File: src/rtl/time_set_controller.sv
// time_set_controller: RUN / SET_H / SET_M mode FSM with
// increment auto-repeat, idle timeout and field blink.
module time_set_controller #(
  parameter int HOLD_TICKS    = 50,
  parameter int REPEAT_TICKS  = 10,
  parameter int TIMEOUT_TICKS = 3000,
  parameter int BLINK_TICKS   = 50
) (
  input  logic clk,
  input  logic rst_n,
  input  logic tick,
  input  logic btn_mode,
  input  logic btn_inc,
  output logic run_en,
  output logic set_hours,
  output logic set_minutes,
  output logic inc_hours,
  output logic inc_minutes,
  output logic clr_seconds,
  output logic blink
);

  localparam int HW = $clog2(HOLD_TICKS + 1);
  localparam int RW = $clog2(REPEAT_TICKS + 1);
  localparam int TW = $clog2(TIMEOUT_TICKS + 1);
  localparam int BW = $clog2(BLINK_TICKS + 1);

  localparam logic [HW-1:0] HOLD_MAX  = HW'(HOLD_TICKS);
  localparam logic [HW-1:0] HOLD_LAST = HW'(HOLD_TICKS - 1);
  localparam logic [RW-1:0] REP_LAST  = RW'(REPEAT_TICKS - 1);
  localparam logic [TW-1:0] IDLE_MAX  = TW'(TIMEOUT_TICKS);
  localparam logic [TW-1:0] IDLE_LAST = TW'(TIMEOUT_TICKS - 1);
  localparam logic [BW-1:0] BLK_LAST  = BW'(BLINK_TICKS - 1);

  typedef enum logic [1:0] {
    RUN   = 2'd0,
    SET_H = 2'd1,
    SET_M = 2'd2
  } state_t;

  state_t state_q, state_d;

  logic mode_q, inc_q, armed_q;
  logic [HW-1:0] hold_q;
  logic [RW-1:0] rep_q;
  logic [TW-1:0] idle_q;
  logic [BW-1:0] blk_q;
  logic blink_q, inc_h_q, inc_m_q, clr_q;

  logic mode_ev, inc_ev, in_set, held;
  logic hold_done, rep_ev, timeout;
  logic chg, inc_req;

  // Button edge events, hold/repeat strobe and idle timeout.
  always_comb begin
    mode_ev   = btn_mode & ~mode_q;
    inc_ev    = btn_inc & ~inc_q & armed_q;
    in_set    = state_q != RUN;
    held      = in_set & btn_inc & armed_q;
    hold_done = hold_q == HOLD_MAX;
    rep_ev    = 1'b0;
    if (held && tick)
      rep_ev = hold_done ? (rep_q == REP_LAST)
                         : (hold_q == HOLD_LAST);
    timeout = in_set & tick & (idle_q == IDLE_LAST)
            & ~mode_ev & ~inc_ev & ~rep_ev;
  end

  // Next state; mode press wins over inc and timeout.
  always_comb begin
    state_d = state_q;
    if (mode_ev) begin
      unique case (state_q)
        RUN:     state_d = SET_H;
        SET_H:   state_d = SET_M;
        SET_M:   state_d = RUN;
        default: state_d = RUN;
      endcase
    end else if (timeout) begin
      state_d = RUN;
    end
    chg     = state_d != state_q;
    inc_req = (inc_ev | rep_ev) & ~chg;
  end

  // State, button registers and inc arming.
  always_ff @(posedge clk or negedge rst_n) begin
    if (!rst_n) begin
      state_q <= RUN;
      mode_q  <= 1'b0;
      inc_q   <= 1'b0;
      armed_q <= 1'b1;
    end else begin
      state_q <= state_d;
      mode_q  <= btn_mode;
      inc_q   <= btn_inc;
      if (!btn_inc)
        armed_q <= 1'b1;
      else if (chg)
        armed_q <= 1'b0;
    end
  end

  // Hold-to-first-repeat then repeat-interval tick counting.
  always_ff @(posedge clk or negedge rst_n) begin
    if (!rst_n) begin
      hold_q <= '0;
      rep_q  <= '0;
    end else if (!held || chg) begin
      hold_q <= '0;
      rep_q  <= '0;
    end else if (tick) begin
      if (!hold_done)
        hold_q <= hold_q + 1'b1;
      else if (rep_ev)
        rep_q <= '0;
      else
        rep_q <= rep_q + 1'b1;
    end
  end

  // Idle tick counter, restarted by any activity.
  always_ff @(posedge clk or negedge rst_n) begin
    if (!rst_n)
      idle_q <= '0;
    else if (chg || mode_ev || inc_ev || rep_ev || !in_set)
      idle_q <= '0;
    else if (tick && idle_q != IDLE_MAX)
      idle_q <= idle_q + 1'b1;
  end

  // Blink starts high on entry and toggles each half-period.
  always_ff @(posedge clk or negedge rst_n) begin
    if (!rst_n) begin
      blink_q <= 1'b0;
      blk_q   <= '0;
    end else if (chg) begin
      blink_q <= state_d != RUN;
      blk_q   <= '0;
    end else if (!in_set) begin
      blink_q <= 1'b0;
      blk_q   <= '0;
    end else if (tick) begin
      if (blk_q == BLK_LAST) begin
        blink_q <= ~blink_q;
        blk_q   <= '0;
      end else begin
        blk_q <= blk_q + 1'b1;
      end
    end
  end

  // Registered one-cycle increment and clear pulses.
  always_ff @(posedge clk or negedge rst_n) begin
    if (!rst_n) begin
      inc_h_q <= 1'b0;
      inc_m_q <= 1'b0;
      clr_q   <= 1'b0;
    end else begin
      inc_h_q <= inc_req & (state_q == SET_H);
      inc_m_q <= inc_req & (state_q == SET_M);
      clr_q   <= mode_ev & (state_q == SET_M);
    end
  end

  assign run_en      = state_q == RUN;
  assign set_hours   = state_q == SET_H;
  assign set_minutes = state_q == SET_M;
  assign inc_hours   = inc_h_q;
  assign inc_minutes = inc_m_q;
  assign clr_seconds = clr_q;
  assign blink       = blink_q;

endmodule
File: config.mk
export PLATFORM = sky130hd
export DESIGN_NAME = time_set_controller
export DESIGN_NICKNAME = d
export VERILOG_FILES = /design/src/rtl/time_set_controller.sv
export SDC_FILE = /design/constraint.sdc
export NUM_CORES = 1
export LEC_CHECK = 0
export CAP_MARGIN = 20
export CORE_UTILIZATION = 66
export CTS_BUF_LIST = sky130_fd_sc_hd__clkbuf_8
export CTS_CLUSTER_SIZE = 20
export DETAILED_ROUTE_END_ITERATION = 6
export GPL_TIMING_DRIVEN = 0
export PLACE_DENSITY = 0.87
export SETUP_SLACK_MARGIN = 0.5
export SKIP_LAST_GASP = 1
export SLEW_MARGIN = 10
export SYNTH_ARGS = -nofsm -noshare
export SYNTH_HDL_FRONTEND = slang
export SYNTH_SLANG_ARGS = --single-unit
File: constraint.sdc
create_clock -name clk -period 5.4 [get_ports clk]
set_input_delay 0.81 -clock clk [delete_from_list [all_inputs] [get_ports clk]]
set_output_delay 0.81 -clock clk [all_outputs]
set_load 0.01 [all_outputs]
==> results by group, run 1 <==
Outcome
  – Status: completed

CTS
  – Post_cts resized: 0
  – CTS HTree Levels: 2
  – CTS tree: done
  – Post CTS Setup Buffer Count: 0
  – Later-pin clock latency in the skew report: 0.29 ns
  – Clk buf depth: 2
  – # hold bufs at CTS: 0
  – Clk slew on worst S/H paths: 0.07 ns
  – Clock Sinks: 37
  – Root Buffer: clkbuf_8
  – CTS buffer count: 5

STA
  – Final TNS setup: 0 ns
  – Final setup fails: 0
  – Min Tclk post-route: 2.51 ns
  – Worst rel slew slack: 0.403
  – Clock skew: 0.00798 ns
  – Final-report hold violation count: 0
  – Pins Over Slew Limit: 0
  – Final period util: 0.465
  – Final setup margin: 2.89 ns
  – Worst-Margin Slew: 0.887 ns
  – Fmax: 398 MHz
  – RSZ-0062 raised after global routing: no

Floorplan
  – DIE AREA: 3240 sq um
  – Die span in y: 56.9 um
  – Ports: 12
  – # rows: 19
  – Total core area: 2810 sq um
  – Horiz. Die Dim: 56.9 um
  – Starting Density: 0.709

Yosys
  – EDFF count, synth: 0
  – Share of synthesized registers carrying an async set or reset: 1.00
  – Ys flop type: dfrtp_1
  – Syn. warnings: 0
  – Synthesis-stage register bit count: 37
  – Synthesized cell area: 1990 sq um
  – Seq/Total Area, Yosys: 0.466
  – Avg Cell Area, Syn: 9.85 sq um
  – Yosys cell types: 50
  – Synthesized net count: 216
  – Post-Synthesis Cells: 202

Final layout
  – Fin nets: 234
  – Layout area overhead: 13.1%
  – Layout cells sized above 1: 0.109
  – Highest-count cells in the layout ignoring fill and taps: dfrtp_1, nor2_1, nand2_1, xor2_1, inv_1
  – Antenna cell count: 0
  – Commonest non-fill, non-tap cell in the layout: dfrtp_1

Route
  – DRT iter0 DRCs: 61
  – Vias per cell: 6.06
  – Post-route antenna net violation count: 0
  – Router iterations before antenna repair: 4
  – DRT Wirelength: 4030 um
  – Drt wl/cell: 16.0 um
  – Via count: 1,528
  – DRC errors left: 0

Placed design
  – IO Port Bufs: 11
  – Pre-CTS setup slack: 2.68 ns
  – Post-DP HPWL: 2740 um
  – Final GP Congestion: 0.813

Pwr
  – Static Leak: 1.00 nW
  – Overall power: 0.707 mW
  – Power per cell area: 314 nW/um^2
  – Worst VDD drop: 0.321 mV

Critical path
  – CP Class: flop to output pin
  – Critical Path AT: 1.70 ns
  – Startpoint Class: flop
  – CP Max Fanout: 6
  – Critical Path RT: 4.59 ns
  – CP Capture Type: output pin

Worst hold path
  – Hold Crit Class: flop to flop

GRT
  – Largest net degree at the start of global routing: 38
  – Tot GR Track Use: 0.279
  – Global-route wire length before repair: 6730 um
  – Initial antenna violation count: 0
  – Via count of the first global-routing pass: 1,545
  – GRT Residual Overflow: 0

Flow run
  – Number of max-cap violations: 0
-- layer usage --
metal | wire [um] | global-route usage | share of wire | vias to the layer above
met5 | 0 | 0 | 0 | -
met4 | 102 | 0.132 | 0.025 | 0
met3 | 200 | 0.0853 | 0.050 | 11
met2 | 2020 | 0.472 | 0.50 | 40
met1 | 1710 | 0.322 | 0.42 | 743
li1 | - | - | - | 734
-- flip-flops by register name, summed over array words and instances, names as in the netlist --
register	count
inc_q	1
inc_hours	1
inc_minutes	1
armed_q	1
blink	1
mode_q	1
hold_q	6
state_q	2
rep_q	4
idle_q	12
blk_q	6
clr_seconds	1
-- critical path, cell delays in order (launching register included) --
cell	delay [ns]
dfrtp_1	0.43
or2_2	0.36
inv_1	0.08
clkdlybuf4s50_1	0.54
-- power breakdown --
group / switching [mW] / internal, mW / leakage, nW
Clock: 0.0971 / 0.149 / 0.0626
Combinational: 0.0795 / 0.0659 / 0.439
Sequential: 0.0208 / 0.295 / 0.503
Total: 0.197 / 0.510 / 1.00
-- worst paths after layout --
path	from	to	slack, ns	depth (start not counted)
max	state_q[1]$_DFF_PN0_	run_en	2.89	3
min reg2reg	rep_q[3]$_DFFE_PN0P_	rep_q[3]$_DFFE_PN0P_	0.50	1
max reg2reg	hold_q[0]$_DFFE_PN0P_	rep_q[2]$_DFFE_PN0P_	3.30	8
min	rep_q[3]$_DFFE_PN0P_	rep_q[3]$_DFFE_PN0P_	0.50	1
max in group asynchronous	rst_n	inc_hours$_DFF_PN0_	4.28	1
min in group asynchronous	rst_n	idle_q[4]$_DFFE_PN0P_	0.60	1
-- cells in the mapped netlist, drive strengths merged, types with 3 or more instances --
cell	instances	area, sq um
nor2	28	105
nor2b	3	18.8
nand3	6	30.0
buf	5	38.8
xnor2	6	52.6
mux2i	3	30.0
nand2	22	90.1
and3	6	37.5
nor3	3	15.0
inv	10	37.5
xor2	12	105
ha	9	113
dfrtp	36	901
a21oi	9	48.8
or2	3	18.8
nand4	9	56.3
-- stage by stage --
stage	utilization	cells	instance area [sq um]	hold slack [ns]
global placement	0.762	244	2140	0.483
floorplan	-	202	1990	0.449
global route	0.802	252	2250	0.506
detailed placement	0.760	244	2130	0.488
CTS	0.802	252	2250	0.497
finish	0.802	252	2250	0.496
-- cells by family after synthesis --
group / after synthesis / share of synthesized area
compound gates: 25 / 0.0950
xor+xnor: 18 / 0.0792
fa+ha+maj: 9 / 0.0566
buf+inv: 16 / 0.0402
flops: 37 / 0.466
mux: 3 / 0.0151
simple gates: 94 / 0.248
-- cell type report --
cell class,count,area [sq um]
Buffer,6,42.5
Clock buffer,6,82.6
Clock inverter,2,33.8
Fill cell,166,556
Inverter,10,37.5
Multi-Input combinational cell,149,982
Sequential cell,37,927
Tap cell,31,38.8
Timing Repair Buffer,11,105
Note: power is estimated with default switching activity, not from simulation.
==> run 2: changes to the inputs <==
--- a/config.mk
+++ b/config.mk
@@ -6,12 +6,12 @@
 export NUM_CORES = 1
 export LEC_CHECK = 0
 export CAP_MARGIN = 20
-export CORE_UTILIZATION = 66
+export CORE_UTILIZATION = 55
 export CTS_BUF_LIST = sky130_fd_sc_hd__clkbuf_8
 export CTS_CLUSTER_SIZE = 20
 export DETAILED_ROUTE_END_ITERATION = 6
 export GPL_TIMING_DRIVEN = 0
-export PLACE_DENSITY = 0.87
+export PLACE_DENSITY = 0.78
 export SETUP_SLACK_MARGIN = 0.5
 export SKIP_LAST_GASP = 1
 export SLEW_MARGIN = 10
==> constraint.sdc (replaced) <==
create_clock -name clk -period 2.3 [get_ports clk]
set_input_delay 0.345 -clock clk [delete_from_list [all_inputs] [get_ports clk]]
set_output_delay 0.345 -clock clk [all_outputs]
set_load 0.01 [all_outputs]
==> run 2 against run 1 <==
Compared with the run above:
- clock power increased by 76%
- combinational power increased to 3.1 times the previous value
- via count increased by 6.8%
- hold slack got worse by 0.36 ns
- critical path type is now flop to flop
- utilization decreased by 4.5 points
- sequential share of layout area decreased by 5.0 points
==> results by group, run 2 (same netlist as run 1, synthesis figures left out) <==
Outcome
  – Status: completed

Floorplan
  – Ports: 12 (unchanged)
  – DIE AREA: 3860 sq um (+19%)
  – Die span in y: 62.1 um (+9.2%)
  – Starting Density: 0.587 (-0.122)
  – # rows: 21 (+2)
  – Horiz. Die Dim: 62.1 um (+9.2%)
  – Total core area: 3390 sq um (+21%)

Route
  – DRT iter0 DRCs: 146 (+140%)
  – Vias per cell: 5.67 (-6.5%)
  – Router iterations before antenna repair: 4 (unchanged)
  – Drt wl/cell: 16.7 um (+4.7%)
  – DRC errors left: 0 (unchanged)
  – Post-route antenna net violation count: 0 (unchanged)
  – DRT Wirelength: 4820 um (+20%)
  – Via count: 1,632 (+6.8%)

GRT
  – Largest net degree at the start of global routing: 38 (unchanged)
  – Initial antenna violation count: 0 (unchanged)
  – Via count of the first global-routing pass: 1,597 (+3.4%)
  – Global-route wire length before repair: 7350 um (+9.2%)
  – GRT Residual Overflow: 0 (unchanged)
  – Tot GR Track Use: 0.243 (-0.0354)

Worst hold path
  – Hold Crit Class: primary input to async pin

Pwr
  – Worst VDD drop: 0.382 mV (+19%)
  – Overall power: 1.62 mW (+130%)
  – Static Leak: 1.12 nW (+11%)
  – Power per cell area: 630 nW/um^2 (+100%)

Critical path
  – Critical Path RT: 2.53 ns (-2.06 ns)
  – Buf/Inv on CP: 1 (-1)
  – CP top delay family: simple AND/OR/NAND/NOR gates
  – CP Class: flop to flop
  – CP Capture Type: flop
  – CP Max Fanout: 5 (-1)
  – Startpoint Class: flop
  – Critical Path AT: 2.14 ns (+0.44 ns)
  – Slowest cell on crit path: dfrtp_2
  – Max stage delay on crit path: 0.44 ns (-0.10 ns)
  – Critical path cell sequence: ha_4 -> and4b_1 -> o211ai_2 -> a21oi_4 -> or3b_4 -> buf_8 -> nor2_4

CTS
  – CTS buffer count: 5 (unchanged)
  – Later-pin clock latency in the skew report: 0.29 ns (about the same)
  – Root Buffer: clkbuf_8
  – CTS HTree Levels: 2 (unchanged)
  – Clock Sinks: 37 (unchanged)
  – Clk slew on worst S/H paths: 0.07 ns (about the same)
  – CTS tree: done
  – Clk buf depth: 2 (unchanged)

Final layout
  – Max reg flops: 12 (unchanged)
  – Top flop regs: idle_q x12, blk_q x6, hold_q x6
  – Highest-count cells in the layout ignoring fill and taps: dfrtp_1, nand2_1, buf_4, nor2_1, xor2_1
  – Layout area overhead: 29.0%
  – Commonest non-fill, non-tap cell in the layout: dfrtp_1
  – Largest reg by FF count: idle_q
  – Fin nets: 255 (+9.0%)
  – Antenna cell count: 0 (unchanged)
  – Finished Layout Cells: 288 (+14%)
  – Layout cells sized above 1: 0.289 (+0.181)
  – Number of fill cells: 211 (+27%)

STA
  – Final period util: 0.830
  – Worst rel slew slack: 0.465 (+0.0613)
  – Worst-Margin Slew: 0.803 ns (-0.0837 ns)
  – RSZ-0062 raised after global routing: yes
  – Pins Over Slew Limit: 0 (unchanged)
  – Final setup fails: 0 (unchanged)
  – Final TNS setup: 0 ns (unchanged)
  – Final setup margin: 0.392 ns (-2.50 ns)
  – Fmax: 524 MHz
  – Final-report hold violation count: 0 (unchanged)
  – Clock skew: 0.00670 ns (-0.00128 ns)
  – Min Tclk post-route: 1.91 ns

Placed design
  – Post-DP HPWL: 2750 um (+0.19%)
  – Pre-CTS setup slack: 0.0778 ns (-2.60 ns)
  – Final GP Congestion: 0.800 (-1.6%)
  – Dpl cells: 259 (+6.1%)
  – IO Port Bufs: 11 (unchanged)

Flow run
  – Number of max-cap violations: 0 (unchanged)
==> run 2: area by class of cell <==
| type | instances | area, sq um | area share |
|---|---|---|---|
| clock inverters | 3 | 13.8 | 0.00536 |
| inverters | 10 | 37.5 | 0.0146 |
| plain buffers | 6 | 47.5 | 0.0185 |
| flip-flops and latches | 37 | 928 | 0.362 |
| multi-input cells | 149 | 1140 | 0.444 |
| clock buffers | 5 | 68.8 | 0.0268 |
| repair buffers | 32 | 273 | 0.106 |
| well taps | 46 | 57.6 | 0.0224 |
==> run 2: final timing paths <==
path,from,endpoint,slack (ns),cells past startpoint
setup / recovery,hold_q[1]$_DFFE_PN0P_,idle_q[6]$_DFFE_PN0P_,0.39,7
setup reg to reg,hold_q[1]$_DFFE_PN0P_,idle_q[6]$_DFFE_PN0P_,0.39,7
hold / removal,rst_n,rep_q[2]$_DFFE_PN0P_,0.13,1
min in group clk,armed_q$_DFFE_PN1P_,armed_q$_DFFE_PN1P_,0.52,2
hold reg to reg,armed_q$_DFFE_PN1P_,armed_q$_DFFE_PN1P_,0.52,2
max in group asynchronous,rst_n,hold_q[1]$_DFFE_PN0P_,1.60,1
==> run 2: timing repair <==
item                       4_1_cts  5_1_grt
pin swaps                       18        8
buffers inserted                13        7
gates cloned                     1        0
hold buffers                     0        0
setup endpoints to repair       31       32
resized for setup               30       21
==> run 2: power breakdown <==
group,total [mW],internal (mW),switching (mW),leakage [nW]
combinational,0.450,0.196,0.254,0.567
sequential,0.733,0.693,0.0396,0.501
clock,0.432,0.205,0.227,0.0491
total,1.62,1.09,0.521,1.12
==> run 2: worst reg2reg max path, cell delays in order (launching register included) <==
cell      delay (ns)
dfrtp_2         0.44
ha_4            0.17
and4b_1         0.21
o211ai_2        0.22
a21oi_4         0.09
or3b_4          0.45
buf_8           0.16
nor2_4          0.10
==> run 2: stage by stage <==
step           instance area [sq um]   util  hold WS, ns
2_1_floorplan                   1990      -       0.0494
3_3_place_gp                    2160  0.637        0.475
3_5_place_dp                    2150  0.636        0.482
4_1_cts                         2430  0.717        0.165
5_1_grt                         2570  0.757        0.204
6_report                        2570  0.757        0.135
==> run 2: metal layers <==
metal / wire length, um / global-route usage / vias up
li1: - / - / 773
met1: 2000 / 0.298 / 825
met2: 2640 / 0.422 / 27
met3: 101 / 0.0551 / 7
met4: 79 / 0.0814 / 0
met5: 0 / 0 / -
